--- src/rtl/uart_pkg.sv ---
// Shared UART definitions: receiver FSM encoding, bit-timing helper and the
// ASCII codes shared with the downstream sequence checker.
package uart_pkg;

   typedef enum logic [4:0] {
      ST_IDLE   = 5'b00001,
      ST_START  = 5'b00010,
      ST_DATA   = 5'b00100,
      ST_PARITY = 5'b01000,
      ST_STOP   = 5'b10000
   } rx_state_e;

   localparam logic [7:0] ASCII_H = 8'h68;
   localparam logic [7:0] ASCII_E = 8'h65;
   localparam logic [7:0] ASCII_L = 8'h6C;
   localparam logic [7:0] ASCII_O = 8'h6F;

   // sys_clk cycles per bit period
   function automatic int unsigned bit_cycles(input int unsigned clk_freq,
                                              input int unsigned baud);
      return clk_freq / baud;
   endfunction

endpackage

--- src/rtl/uart_rx_sync.sv ---
// Two-flop synchronizer plus one-cycle delay and falling-edge detect for an
// asynchronous, idle-high input line.
module uart_rx_sync (
   input  logic sys_clk,
   input  logic reset_n,
   input  logic d_i,
   output logic level_o,
   output logic fall_c
);

   logic rx_s1_q;
   logic rx_s2_q;
   logic rx_s3_q;

   // Reset to low so a line already low at reset release is not seen as an edge
   always_ff @(posedge sys_clk) begin
      if (!reset_n) begin
         rx_s1_q <= 1'b0;
         rx_s2_q <= 1'b0;
         rx_s3_q <= 1'b0;
      end else begin
         rx_s1_q <= d_i;
         rx_s2_q <= rx_s1_q;
         rx_s3_q <= rx_s2_q;
      end
   end

   assign level_o = rx_s2_q;
   assign fall_c  = rx_s3_q & ~rx_s2_q;

endmodule

--- src/rtl/uart_byte_rx.sv ---
// UART byte receiver, 8N1 by default; define UART_RX_PARITY_EN for 8E1 with a
// parity_err strobe.
module uart_byte_rx
   import uart_pkg::*;
#(
   parameter int unsigned CLK_FREQ = 50_000_000,
   parameter int unsigned BAUD     = 115200
) (
   input  logic       sys_clk,
   input  logic       reset_n,
   input  logic       uart_rxd,
   output logic [7:0] data_out,
   output logic       data_out_valid,
   output logic       frame_err
`ifdef UART_RX_PARITY_EN
   ,
   output logic       parity_err
`endif
);

   localparam int unsigned BIT_CYCLES = bit_cycles(CLK_FREQ, BAUD);
   localparam int unsigned CNT_W      = $clog2(BIT_CYCLES);
   localparam logic [CNT_W-1:0] CNT_LAST   = CNT_W'(BIT_CYCLES - 1);
   localparam logic [CNT_W-1:0] CNT_SAMPLE = CNT_W'(BIT_CYCLES / 2 - 1);

   if (BIT_CYCLES < 4) begin : g_bit_cycles_check
      $error("uart_byte_rx: BIT_CYCLES must be at least 4");
   end

   logic rx_s2;
   logic start_edge;

   uart_rx_sync u_sync (
      .sys_clk (sys_clk),
      .reset_n (reset_n),
      .d_i     (uart_rxd),
      .level_o (rx_s2),
      .fall_c  (start_edge)
   );

   rx_state_e        state_q;
   logic [CNT_W-1:0] bit_cnt_q;
   logic [2:0]       bit_idx_q;
   logic [7:0]       shreg_q;
   logic [7:0]       data_q;
   logic             valid_q;
   logic             ferr_q;
`ifdef UART_RX_PARITY_EN
   logic             par_bad_q;
   logic             perr_q;
`endif

   logic sample;
   logic wrap;
   assign sample = (bit_cnt_q == CNT_SAMPLE);
   assign wrap   = (bit_cnt_q == CNT_LAST);

   // Frame FSM; the stop state exits at mid-bit so the next start edge is never missed
   always_ff @(posedge sys_clk) begin
      if (!reset_n) begin
         state_q   <= ST_IDLE;
         bit_cnt_q <= '0;
         bit_idx_q <= '0;
         shreg_q   <= '0;
         data_q    <= '0;
         valid_q   <= 1'b0;
         ferr_q    <= 1'b0;
`ifdef UART_RX_PARITY_EN
         par_bad_q <= 1'b0;
         perr_q    <= 1'b0;
`endif
      end else begin
         valid_q <= 1'b0;
         ferr_q  <= 1'b0;
`ifdef UART_RX_PARITY_EN
         perr_q  <= 1'b0;
`endif
         if (state_q != ST_IDLE) begin
            bit_cnt_q <= wrap ? '0 : bit_cnt_q + CNT_W'(1);
         end
         case (state_q)
            ST_IDLE: begin
               bit_cnt_q <= '0;
               if (start_edge) begin
                  state_q <= ST_START;
               end
            end
            ST_START: begin
               if (sample && rx_s2) begin
                  state_q   <= ST_IDLE;
                  bit_cnt_q <= '0;
               end else if (wrap) begin
                  state_q   <= ST_DATA;
                  bit_idx_q <= '0;
               end
            end
            ST_DATA: begin
               if (sample) begin
                  shreg_q <= {rx_s2, shreg_q[7:1]};
               end
               if (wrap) begin
                  if (bit_idx_q == 3'd7) begin
                     bit_idx_q <= '0;
`ifdef UART_RX_PARITY_EN
                     state_q   <= ST_PARITY;
`else
                     state_q   <= ST_STOP;
`endif
                  end else begin
                     bit_idx_q <= bit_idx_q + 3'd1;
                  end
               end
            end
`ifdef UART_RX_PARITY_EN
            ST_PARITY: begin
               if (sample) begin
                  par_bad_q <= rx_s2 ^ (^shreg_q);
               end
               if (wrap) begin
                  state_q <= ST_STOP;
               end
            end
`endif
            ST_STOP: begin
               if (sample) begin
                  state_q   <= ST_IDLE;
                  bit_cnt_q <= '0;
                  if (rx_s2) begin
                     data_q  <= shreg_q;
                     valid_q <= 1'b1;
`ifdef UART_RX_PARITY_EN
                     perr_q  <= par_bad_q;
`endif
                  end else begin
                     ferr_q <= 1'b1;
                  end
               end
            end
            default: begin
               state_q   <= ST_IDLE;
               bit_cnt_q <= '0;
            end
         endcase
      end
   end

   assign data_out       = data_q;
   assign data_out_valid = valid_q;
   assign frame_err      = ferr_q;
`ifdef UART_RX_PARITY_EN
   assign parity_err     = perr_q;
`endif

endmodule

--- config.mk ---
export PLATFORM = sky130hd
export DESIGN_NAME = uart_byte_rx
export DESIGN_NICKNAME = d
export VERILOG_FILES = /design/src/rtl/uart_pkg.sv /design/src/rtl/uart_rx_sync.sv /design/src/rtl/uart_byte_rx.sv
export SDC_FILE = /design/constraint.sdc
export NUM_CORES = 1
export LEC_CHECK = 0
export ABC_AREA = 1
export CAP_MARGIN = 10
export CORE_MARGIN = 3
export CORE_UTILIZATION = 54
export CTS_BUF_LIST = sky130_fd_sc_hd__clkbuf_4 sky130_fd_sc_hd__clkbuf_8
export CTS_CLUSTER_DIAMETER = 100
export DETAILED_ROUTE_END_ITERATION = 10
export GPL_TIMING_DRIVEN = 0
export HOLD_SLACK_MARGIN = 0.05
export PLACE_DENSITY_LB_ADDON = 0.15
export SYNTH_ARGS = -nofsm -noshare
export SYNTH_HDL_FRONTEND = slang
export SYNTH_SLANG_ARGS = --single-unit
--- constraint.sdc ---
create_clock -name sys_clk -period 1.26 [get_ports sys_clk]
set_input_delay 0.126 -clock sys_clk [delete_from_list [all_inputs] [get_ports sys_clk]]
set_output_delay 0.126 -clock sys_clk [all_outputs]
set_load 0.02 [all_outputs]
==> run metrics <==
status finished with violations; violated checks negative setup slack; dpl ws -0.226 ns; Die ar. around 3800 um^2; wire length of the first global-routing pass 6800 um; f_max 652 MHz; top cells by area, synth dfxtp_1 45%, nor2_1 8.4%, inv_1 6.1%; Clock Skew a little under 0.009 ns; Worst-path clk slew 0.12 ns; Clk Latency, worst-skew pair ~0.36 ns; largest vdd supply drop 0.00156 V; RSZ-0062 raised after global routing true; hold crit path type input pin to flop; grt ovf 0; worst slew pin tran 0.600 ns; vias in the first global route 1548; Yosys Warn Count 0; post-synth top area cell dfxtp_1; sequential share of the synthesized area approximately 45%; critical-path maximum fanout 5; drt drc 0; Avg Vias per Cell 6.02; clock tree buffer depth 2; antenna fix cells 0; cells after synthesis 219; Initial DRC Count 153; DR vias 1728; area grow syn2layout 48.5%; static leakage 0.974 nW; Final Wtd Congestion 0.952; Slowest cell on crit path dfxtp_1; most frequent CP cell nand2_2; Synth Flop Type dfxtp_1; DP HPWL 2520 um; final wirelength 5080 um; layout cell share with drive strength beyond 1 around 50%; critical path class flop to flop; first drt pass iteration count 4; period utilization 122%; Die Span Y between 60 and 70 um; CTS tree yes; row count 19; delay of the slowest critical-path stage roughly 0.35 ns; Initial Utilization around 60%; Distinct cells, synth 28; Seq cells post-synth 37; I/O Buffers 12; commonest cells in the netlist 37 x dfxtp_1, 37 x nor2_1, 27 x inv_1, 21 x nand2_1, 17 x o21ai_0; Final Hold Viols 0; initial antenna violation count 0; core area 2850 um^2; Tmin final approximately 1.5 ns; Worst EP arrival roughly 1.8 ns; Synthesized Nets 227; GRT Total Usage about a quarter; Avg Inst Size Synth 7.59 um^2; Critical Path Sink Type flop; Non-Filler Instances 287; clock root cell clkbuf_4; EDFF count, synth 0; Synth top area share 44.5%; P per Cell Area 1260 nW/um^2; MaxCap Viol Count 0; Setup WS post-layout -0.275 ns; largest net degree at the start of global routing 13; Critical Path RT 1.52 ns; Antenna Nets Post-Route 0; Worst Setup Start Kind flop; FFs w/ async S/R, synth 0%; Die W between 60 and 70 um; area of the mapped netlist between 1500 and 2000 um^2; placed instance count 262; Num Clock Sinks 37; fin nets 263; Avg WL per Cell 17.7 um; Max Slew Vio Count 0; worst-path cell chain inv_2 > nand2_2 > nor2_2 > nand3_2 > nand2_2 > nand2_2 > nand2_4 > nand3_1 > nand2_1 > nor2_1; total CTS buffers 5; IO Pins 13; H-tree lvl count 2; max_slew headroom 60.0%; final setup vio count 34
[critical path: cells and delay by family, from the launching register on]
family	cells	cell delay (ns)
buffers and inverters	1	0.12
DFF	1	0.35
and+or+nand+nor	9	0.97
[per-layer routing]
metal  track usage (%)  vias up  part of all wire (%)
li1                  -      787                     -
met4              12.1        0                   3.6
met5                 0        -                     0
met2              42.6      100                    47
met1              28.6      813                    42
met3              6.29       28                   7.6
[placed cells by master, fill, tap and decap left out, types with 5 or more instances in the layout]
cell,netlist,routed
o21ai_2,0,12
nand3_2,3,10
nor2_4,1,6
buf_4,1,11
xor2_1,5,5
nand2_2,6,8
nand2_1,21,14
nand3_1,14,5
dfxtp_2,0,12
clkbuf_4,0,5
a21oi_2,2,11
dfxtp_1,37,22
dlygate4sd2_1,0,10
buf_6,0,5
nor2_1,37,25
o21ai_1,3,5
inv_2,4,7
nand2_4,0,5
inv_1,27,21
nor2_2,3,10
[sequential cells by signal, indices dropped and copies added (netlist names), 3 cells and up]
register and count:
bit_cnt_q 9, data_out 8, shreg_q 8, state_q 4, bit_idx_q 3
[logic make-up (layout without fill, tap and decap cells)]
| group | after synthesis | in the layout | synth area share, % |
|---|---|---|---|
| flip-flops | 37 | 37 | 44.5 |
| AND/OR/NAND/NOR | 98 | 100 | 28.4 |
| XOR/XNOR | 6 | 6 | 3.16 |
| AO/OA/AOI/OAI | 37 | 37 | 11.7 |
| adder cells (fa/ha/maj) | 5 | 5 | 3.76 |
| buffers and inverters | 36 | 71 | 8.43 |
[power by group]
part           switching (mW)  internal [mW]  total, mW
registers              0.0717           1.23       1.30
clock network           0.419          0.471      0.891
logic                   0.625          0.303      0.928
[area by class of cell]
type,instances,area [um^2]
fillers,147,383
plain buffers,3,18.8
inverters,33,139
clock buffers,6,51.3
well taps,31,38.8
clock inverters,2,37.5
multi-input cells,148,1180
flip-flops and latches,37,767
repair buffers,27,235
[per-stage QoR]
stage	instance area (um^2)	utilization [%]	hold slack, ns	total power [mW]	setup TNS (ns)
finish	2470	86.6	0.286	3.12	-5.59
global placement	1860	65.1	0.394	1.90	-3.87
CTS	2210	77.5	0.300	2.92	-3.11
global route	2470	86.6	0.290	3.21	-7.52
floorplan	1700	-	0.224	1.80	-0.141
detailed placement	1860	65.1	0.422	1.92	-4.92
[timing repair]
action,4_1_cts,5_1_grt
buffers inserted,10,4
resized for setup,65,61
pin swaps,18,34
gates cloned,3,0
hold buffers,0,0
endpoints found under the setup margin,44,34
[path summary, 6_finish.rpt]
kind | endpoint | cells past startpoint | slack, ns | startpoint
max | state_q[2] | 10 | -0.27 | bit_cnt_q[2]
min | u_sync.rx_s1_q | 3 | 0.29 | uart_rxd
max reg2reg | state_q[2] | 10 | -0.27 | bit_cnt_q[2]
min reg2reg | u_sync.level_o | 2 | 0.43 | u_sync.rx_s1_q
(Power assumes the default switching activity.)
